`config.mk`:
```
export PLATFORM = sky130hd
export DESIGN_NAME = wb_dual_master_arbiter
export DESIGN_NICKNAME = d
export VERILOG_FILES = /design/src/rtl/wb_dual_master_arbiter.sv
export SDC_FILE = /design/constraint.sdc
export NUM_CORES = 1
export LEC_CHECK = 0
export CORE_AREA = 5 5 121 123
export CTS_BUF_LIST = sky130_fd_sc_hd__clkbuf_8
export CTS_CLUSTER_SIZE = 10
export DETAILED_ROUTE_END_ITERATION = 6
export DIE_AREA = 0 0 126 128
export GPL_TIMING_DRIVEN = 0
export PLACE_DENSITY = 0.6
export SYNTH_ARGS = -nofsm -noshare
export SYNTH_HDL_FRONTEND = slang
export SYNTH_SLANG_ARGS = --single-unit
```
`constraint.sdc`:
```
create_clock -name wb_clk_i -period 3.4 [get_ports wb_clk_i]
set_clock_uncertainty 0.1 [all_clocks]
set_input_delay 0.34 -clock wb_clk_i [delete_from_list [all_inputs] [get_ports wb_clk_i]]
set_output_delay 0.34 -clock wb_clk_i [all_outputs]
set_load 0.01 [all_outputs]
```
`src/rtl/wb_dual_master_arbiter.sv`:
```
// wb_dual_master_arbiter: round-robin two-master Wishbone classic arbiter with stall watchdog.
// Define WB_ARB_STATS_EN to add saturating grant/timeout statistics outputs.
module wb_dual_master_arbiter #(
  parameter int AW = 32,
  parameter int DW = 32,
  parameter int TO_CYCLES = 255,
  parameter logic [DW-1:0] TO_DATA = 32'hDEAD_BEEF
) (
  input  logic            wb_clk_i,
  input  logic            wb_rst_i,
  input  logic            m0_cyc_i,
  input  logic            m0_stb_i,
  input  logic            m0_we_i,
  input  logic [DW/8-1:0] m0_sel_i,
  input  logic [AW-1:0]   m0_adr_i,
  input  logic [DW-1:0]   m0_dat_i,
  output logic            m0_ack_o,
  output logic [DW-1:0]   m0_dat_o,
  input  logic            m1_cyc_i,
  input  logic            m1_stb_i,
  input  logic            m1_we_i,
  input  logic [DW/8-1:0] m1_sel_i,
  input  logic [AW-1:0]   m1_adr_i,
  input  logic [DW-1:0]   m1_dat_i,
  output logic            m1_ack_o,
  output logic [DW-1:0]   m1_dat_o,
  output logic            s_cyc_o,
  output logic            s_stb_o,
  output logic            s_we_o,
  output logic [DW/8-1:0] s_sel_o,
  output logic [AW-1:0]   s_adr_o,
  output logic [DW-1:0]   s_dat_o,
  input  logic            s_ack_i,
  input  logic [DW-1:0]   s_dat_i,
  output logic [1:0]      grant_o,
`ifdef WB_ARB_STATS_EN
  output logic [15:0]     gnt0_cnt_o,
  output logic [15:0]     gnt1_cnt_o,
  output logic [7:0]      to_cnt_o,
`endif
  output logic            timeout_o
);
  localparam int CW = TO_CYCLES > 0 ? $clog2(TO_CYCLES + 1) : 1;
  typedef enum logic [1:0] {IDLE, GNT0, GNT1, ABORT} state_t;
  state_t        r_state;
  logic [1:0]    r_grant;
  logic          r_last;
  logic          r_to;
  logic [CW-1:0] r_cnt;
  logic w_idle, w_g0, w_g1, w_ab, w_req0, w_req1, w_go0, w_go1, w_cyc, w_hit, w_abort;
  assign w_idle  = r_state == IDLE;
  assign w_g0    = r_state == GNT0;
  assign w_g1    = r_state == GNT1;
  assign w_ab    = r_state == ABORT;
  assign w_req0  = m0_cyc_i & m0_stb_i;
  assign w_req1  = m1_cyc_i & m1_stb_i;
  // on a tie the master that did not own the previous grant wins
  assign w_go0   = w_idle & w_req0 & (~w_req1 | r_last);
  assign w_go1   = w_idle & w_req1 & ~w_go0;
  assign w_cyc   = w_g0 ? m0_cyc_i : m1_cyc_i;
  assign w_hit   = TO_CYCLES != 0 && (int'(r_cnt) + 1 == TO_CYCLES);
  assign w_abort = (w_g0 | w_g1) & w_cyc & s_stb_o & ~s_ack_i & w_hit;
  assign s_cyc_o = w_g0 ? m0_cyc_i : w_g1 ? m1_cyc_i : 1'b0;
  assign s_stb_o = w_g0 ? m0_stb_i : w_g1 ? m1_stb_i : 1'b0;
  assign s_we_o  = w_g0 ? m0_we_i  : w_g1 ? m1_we_i  : 1'b0;
  assign s_sel_o = w_g0 ? m0_sel_i : w_g1 ? m1_sel_i : '0;
  assign s_adr_o = w_g0 ? m0_adr_i : w_g1 ? m1_adr_i : '0;
  assign s_dat_o = w_g0 ? m0_dat_i : w_g1 ? m1_dat_i : '0;
  assign m0_ack_o = (w_g0 & s_ack_i) | (w_ab & r_grant[0]);
  assign m1_ack_o = (w_g1 & s_ack_i) | (w_ab & r_grant[1]);
  assign m0_dat_o = w_g0 ? s_dat_i : (w_ab & r_grant[0]) ? TO_DATA : '0;
  assign m1_dat_o = w_g1 ? s_dat_i : (w_ab & r_grant[1]) ? TO_DATA : '0;
  assign grant_o   = r_grant;
  assign timeout_o = r_to;
  always_ff @(posedge wb_clk_i or posedge wb_rst_i)
    if (wb_rst_i) begin
      r_state <= IDLE;
      r_grant <= 2'b00;
      r_last  <= 1'b1;
      r_to    <= 1'b0;
      r_cnt   <= '0;
    end else begin
      r_to <= w_abort;
      case (r_state)
        IDLE: begin
          r_cnt   <= '0;
          r_state <= w_go0 ? GNT0 : w_go1 ? GNT1 : IDLE;
          r_grant <= {w_go1, w_go0};
          if (w_go0 | w_go1) r_last <= w_go1;
        end
        GNT0, GNT1: begin
          r_cnt <= (~w_cyc | s_ack_i | w_abort) ? '0 : s_stb_o ? r_cnt + 1'b1 : r_cnt;
          if (w_abort) r_state <= ABORT;
          else if (~w_cyc) begin
            r_state <= IDLE;
            r_grant <= 2'b00;
          end
        end
        default: begin
          r_state <= IDLE;
          r_grant <= 2'b00;
        end
      endcase
    end
`ifdef WB_ARB_STATS_EN
  always_ff @(posedge wb_clk_i or posedge wb_rst_i)
    if (wb_rst_i) begin
      gnt0_cnt_o <= '0;
      gnt1_cnt_o <= '0;
      to_cnt_o   <= '0;
    end else begin
      if (w_go0 & ~&gnt0_cnt_o) gnt0_cnt_o <= gnt0_cnt_o + 1'b1;
      if (w_go1 & ~&gnt1_cnt_o) gnt1_cnt_o <= gnt1_cnt_o + 1'b1;
      if (w_abort & ~&to_cnt_o) to_cnt_o <= to_cnt_o + 1'b1;
    end
`endif
endmodule

```
==> metrics, run 1 <==
Mapped Cells=303; dpl cells=799; largest net degree at the start of global routing=17; Site Rows=43; Setup Fix Bufs, Post-CTS=0; cts hold-fix bufs=0; RSZ-0062 raised after global routing=no; setup_tns=0 ns; Fmax=0.311 GHz; Sw Share=0.432; post-route cell area=5530 sq um; slowest CP cell=clkdlybuf4s50_1; GPL Wtd Cong=0.952; total power draw=0.00220 W; Synth area leaders=a22o_1 30%, nand2_1 19%, dfrtp_1 16%, and2_1 5.1%, ha_1 4.2%; Synth top area share=0.299; crit path kind=flop to output pin; wire per inst=22.2 um; Sequential Power Share=0.098; DR iter-0 viols=213; routed wire length=17800 um; commonest non-fill, non-tap cells in the layout=316 x clkdlybuf4s50_1, 108 x nand2_1, 71 x a22o_1, 17 x and2_1, 16 x clkbuf_1; Pins Over Slew Limit=0; Hold WC Path Type=input port to async pin; GRT Total Usage=0.201; PortBufs=316; area of the core=13600 sq um; status=finished, final reports clean; worst-path fanout max=10; CP peak stage delay=0.60 ns; clock share of power=0.075; FF/Latch Area=352 sq um; H-tree depth=1; peak supply drop=0.000173 V; latest clock arrival within the worst-skew pair=0.25 ns; Initial Util=0.153; total grt overflow=0; Fill cells=1397; first-pass GRT wire length=24400 um; Final Cycle Share=0.945; final hold vios=0; net switching power=0.000952 W; syn_area_per_cell=6.87 sq um; critical path arrival=2.77 ns; Worst Path Required=2.96 ns; Die ar.=16100 sq um; Worst slew margin=0.626; die width=126 um; leading cell type in the layout, fill and taps excluded=clkdlybuf4s50_1; worst path cell trace=inv_1 -> ha_1 -> buf_2 -> clkbuf_2 -> buf_1 -> a22o_1 -> clkdlybuf4s50_1; Antenna Nets Post-Route=0; Syn Nets=487; CTS Buffer Depth=2; Final setup violation count=0; Power Internal=0.00125 W; leakage power=2.34 nW; fin crit period=3.21 ns; Combinational Power Share=0.827; fin cells=803; synthesis-to-layout area growth=166%; vias per std cell=4.51; nets=807; register area share after synthesis=0.169; dpl hpwl=15300 um; Synth Cell Area=2080 sq um; Worst Tran Pin Value=0.560 ns; via count of the routed design=3620; Final Util=0.408; vias in the first global route=3605; CTS tree=done; crit start category=flop; flop and latch count out of synthesis=14; Max Cap Violations=0; CTS Buf Count=3; First-pass DRT Iterations=4; Syn. warnings=0; share of cells above drive strength 1=0.0241; CP Capture Type=output pin; CTS sink cnt=14; Chip Height=128 um; post-synth cell types=40; PwrDens=399 nW/um^2; initial antenna violation count=0; Ports=317; Yosys top cell by area=a22o_1; clock root cell=clkbuf_8; # DRC=0; multi-input logic area=1580 sq um; DP Area=5470 sq um; clock slew at reported path FFs=0.06 ns
[repair_timing]
item	in CTS	in global routing
setup endpoints to repair	26	4
cloned	0	0
pin swaps	0	0
resized for setup	1	2
[final cells by class]
cell class              instances  area share
clock buffers                   4     0.00996
repair buffers                316       0.572
flip-flops and latches         14      0.0636
multi-input cells             253       0.287
plain buffers                  28      0.0213
diodes                          1    0.000453
well taps                     180      0.0408
inverters                       7     0.00476
[through the flow]
| step | hold slack [ns] | setup slack, ns |
|---|---|---|
| 4_1_cts | 0.360 | 0.122 |
| 3_5_place_dp | 0.386 | 0.113 |
| 2_1_floorplan | 0.129 | 0.914 |
| 6_report | 0.340 | 0.188 |
| 3_3_place_gp | 0.385 | 0.136 |
| 5_1_grt | 0.417 | 0.0186 |
[cells by family after synthesis]
family                     Yosys count  synth area share
DFF                                 14             0.169
xor gates and xnor gates             5            0.0211
and+or+nand+nor                    145             0.304
AOI/OAI and AO/OA                   96             0.394
buffers and inverters               36            0.0698
adders and majority gates            7            0.0421
[routing by layer]
metal / GRT usage / share of wire / routed length (um)
met1: 0.274 / 0.44 / 7840
met2: 0.291 / 0.43 / 7570
met3: 0.116 / 0.13 / 2370
met4: 0.00568 / 0.00090 / 16
met5: 0 / 0 / 0
[critical path, delay by kind of cell, from the launching register on]
family | cells | cell delay (ns)
buffers and inverters | 5 | 1.60
AOI/OAI and AO/OA | 1 | 0.36
DFF | 1 | 0.43
adders and majority gates | 1 | 0.14
[sequential cells by signal, indices dropped and copies added (netlist names)]
register   flops
r_last         1
timeout_o      1
grant_o        2
r_cnt          8
r_state        2
[synthesized netlist by cell type]
| cell | count |
|---|---|
| o21ai_1 | 1 |
| and2b_1 | 1 |
| o2111ai_1 | 1 |
| nor4b_1 | 1 |
| or2_1 | 1 |
| a2bb2oi_1 | 1 |
| o2bb2ai_1 | 2 |
| ha_1 | 7 |
| nor4_1 | 1 |
| buf_4 | 2 |
| clkbuf_1 | 19 |
| nand2b_1 | 2 |
| a22o_1 | 71 |
| xor2_1 | 3 |
| nand3_1 | 6 |
| dfrtp_1 | 13 |
| or4_4 | 1 |
| buf_1 | 6 |
| nand2_1 | 108 |
| nor3_1 | 1 |
| inv_1 | 7 |
| nand3b_1 | 1 |
| a21oi_1 | 2 |
| dfstp_2 | 1 |
| o31ai_4 | 1 |
| a22oi_2 | 1 |
| a21boi_1 | 1 |
| a21o_1 | 3 |
| and2_1 | 17 |
| and3_1 | 1 |
| o31ai_1 | 5 |
| a311oi_1 | 1 |
| o21ai_0 | 2 |
| o22ai_1 | 2 |
| or2_2 | 1 |
| nor2_1 | 2 |
| buf_2 | 2 |
| o21bai_1 | 2 |
| nor2b_1 | 1 |
| xnor2_1 | 2 |
[path summary, 6_finish.rpt]
path	to	slack, ns	startpoint	cells after the start
setup / recovery	s_dat_o[13]	0.19	r_state[1]	7
hold / removal	r_cnt[5]	0.34	wb_rst_i	2
setup reg to reg	r_cnt[7]	0.49	r_state[0]	10
hold reg to reg	r_last	0.40	r_last	2
max in group asynchronous	r_last	2.49	wb_rst_i	2
min in group wb_clk_i	r_last	0.40	r_last	2
[power groups by stage]
| stage | combinational [W] | sequential [W] | clock (W) |
|---|---|---|---|
| final | 0.00182 | 0.000217 | 0.000165 |
| after global routing | 0.00194 | 0.000220 | 0.000182 |
| after CTS | 0.00183 | 0.000216 | 0.000171 |
| after detailed placement | 0.00181 | 0.000219 | 0 |
| after global placement | 0.00180 | 0.000218 | 0 |
| after floorplan | 0.000708 | 0.000213 | 0 |
Note: power is estimated with default switching activity, not from simulation.
==> run 2: changes to the inputs <==
CAP_MARGIN = 20   (was not set)
CTS_CLUSTER_DIAMETER = 120   (was not set)
HOLD_SLACK_MARGIN = 0.05   (was not set)
==> results of run 2 <==
Same layout as run 1: the final DEF is identical, and so are final timing and power.
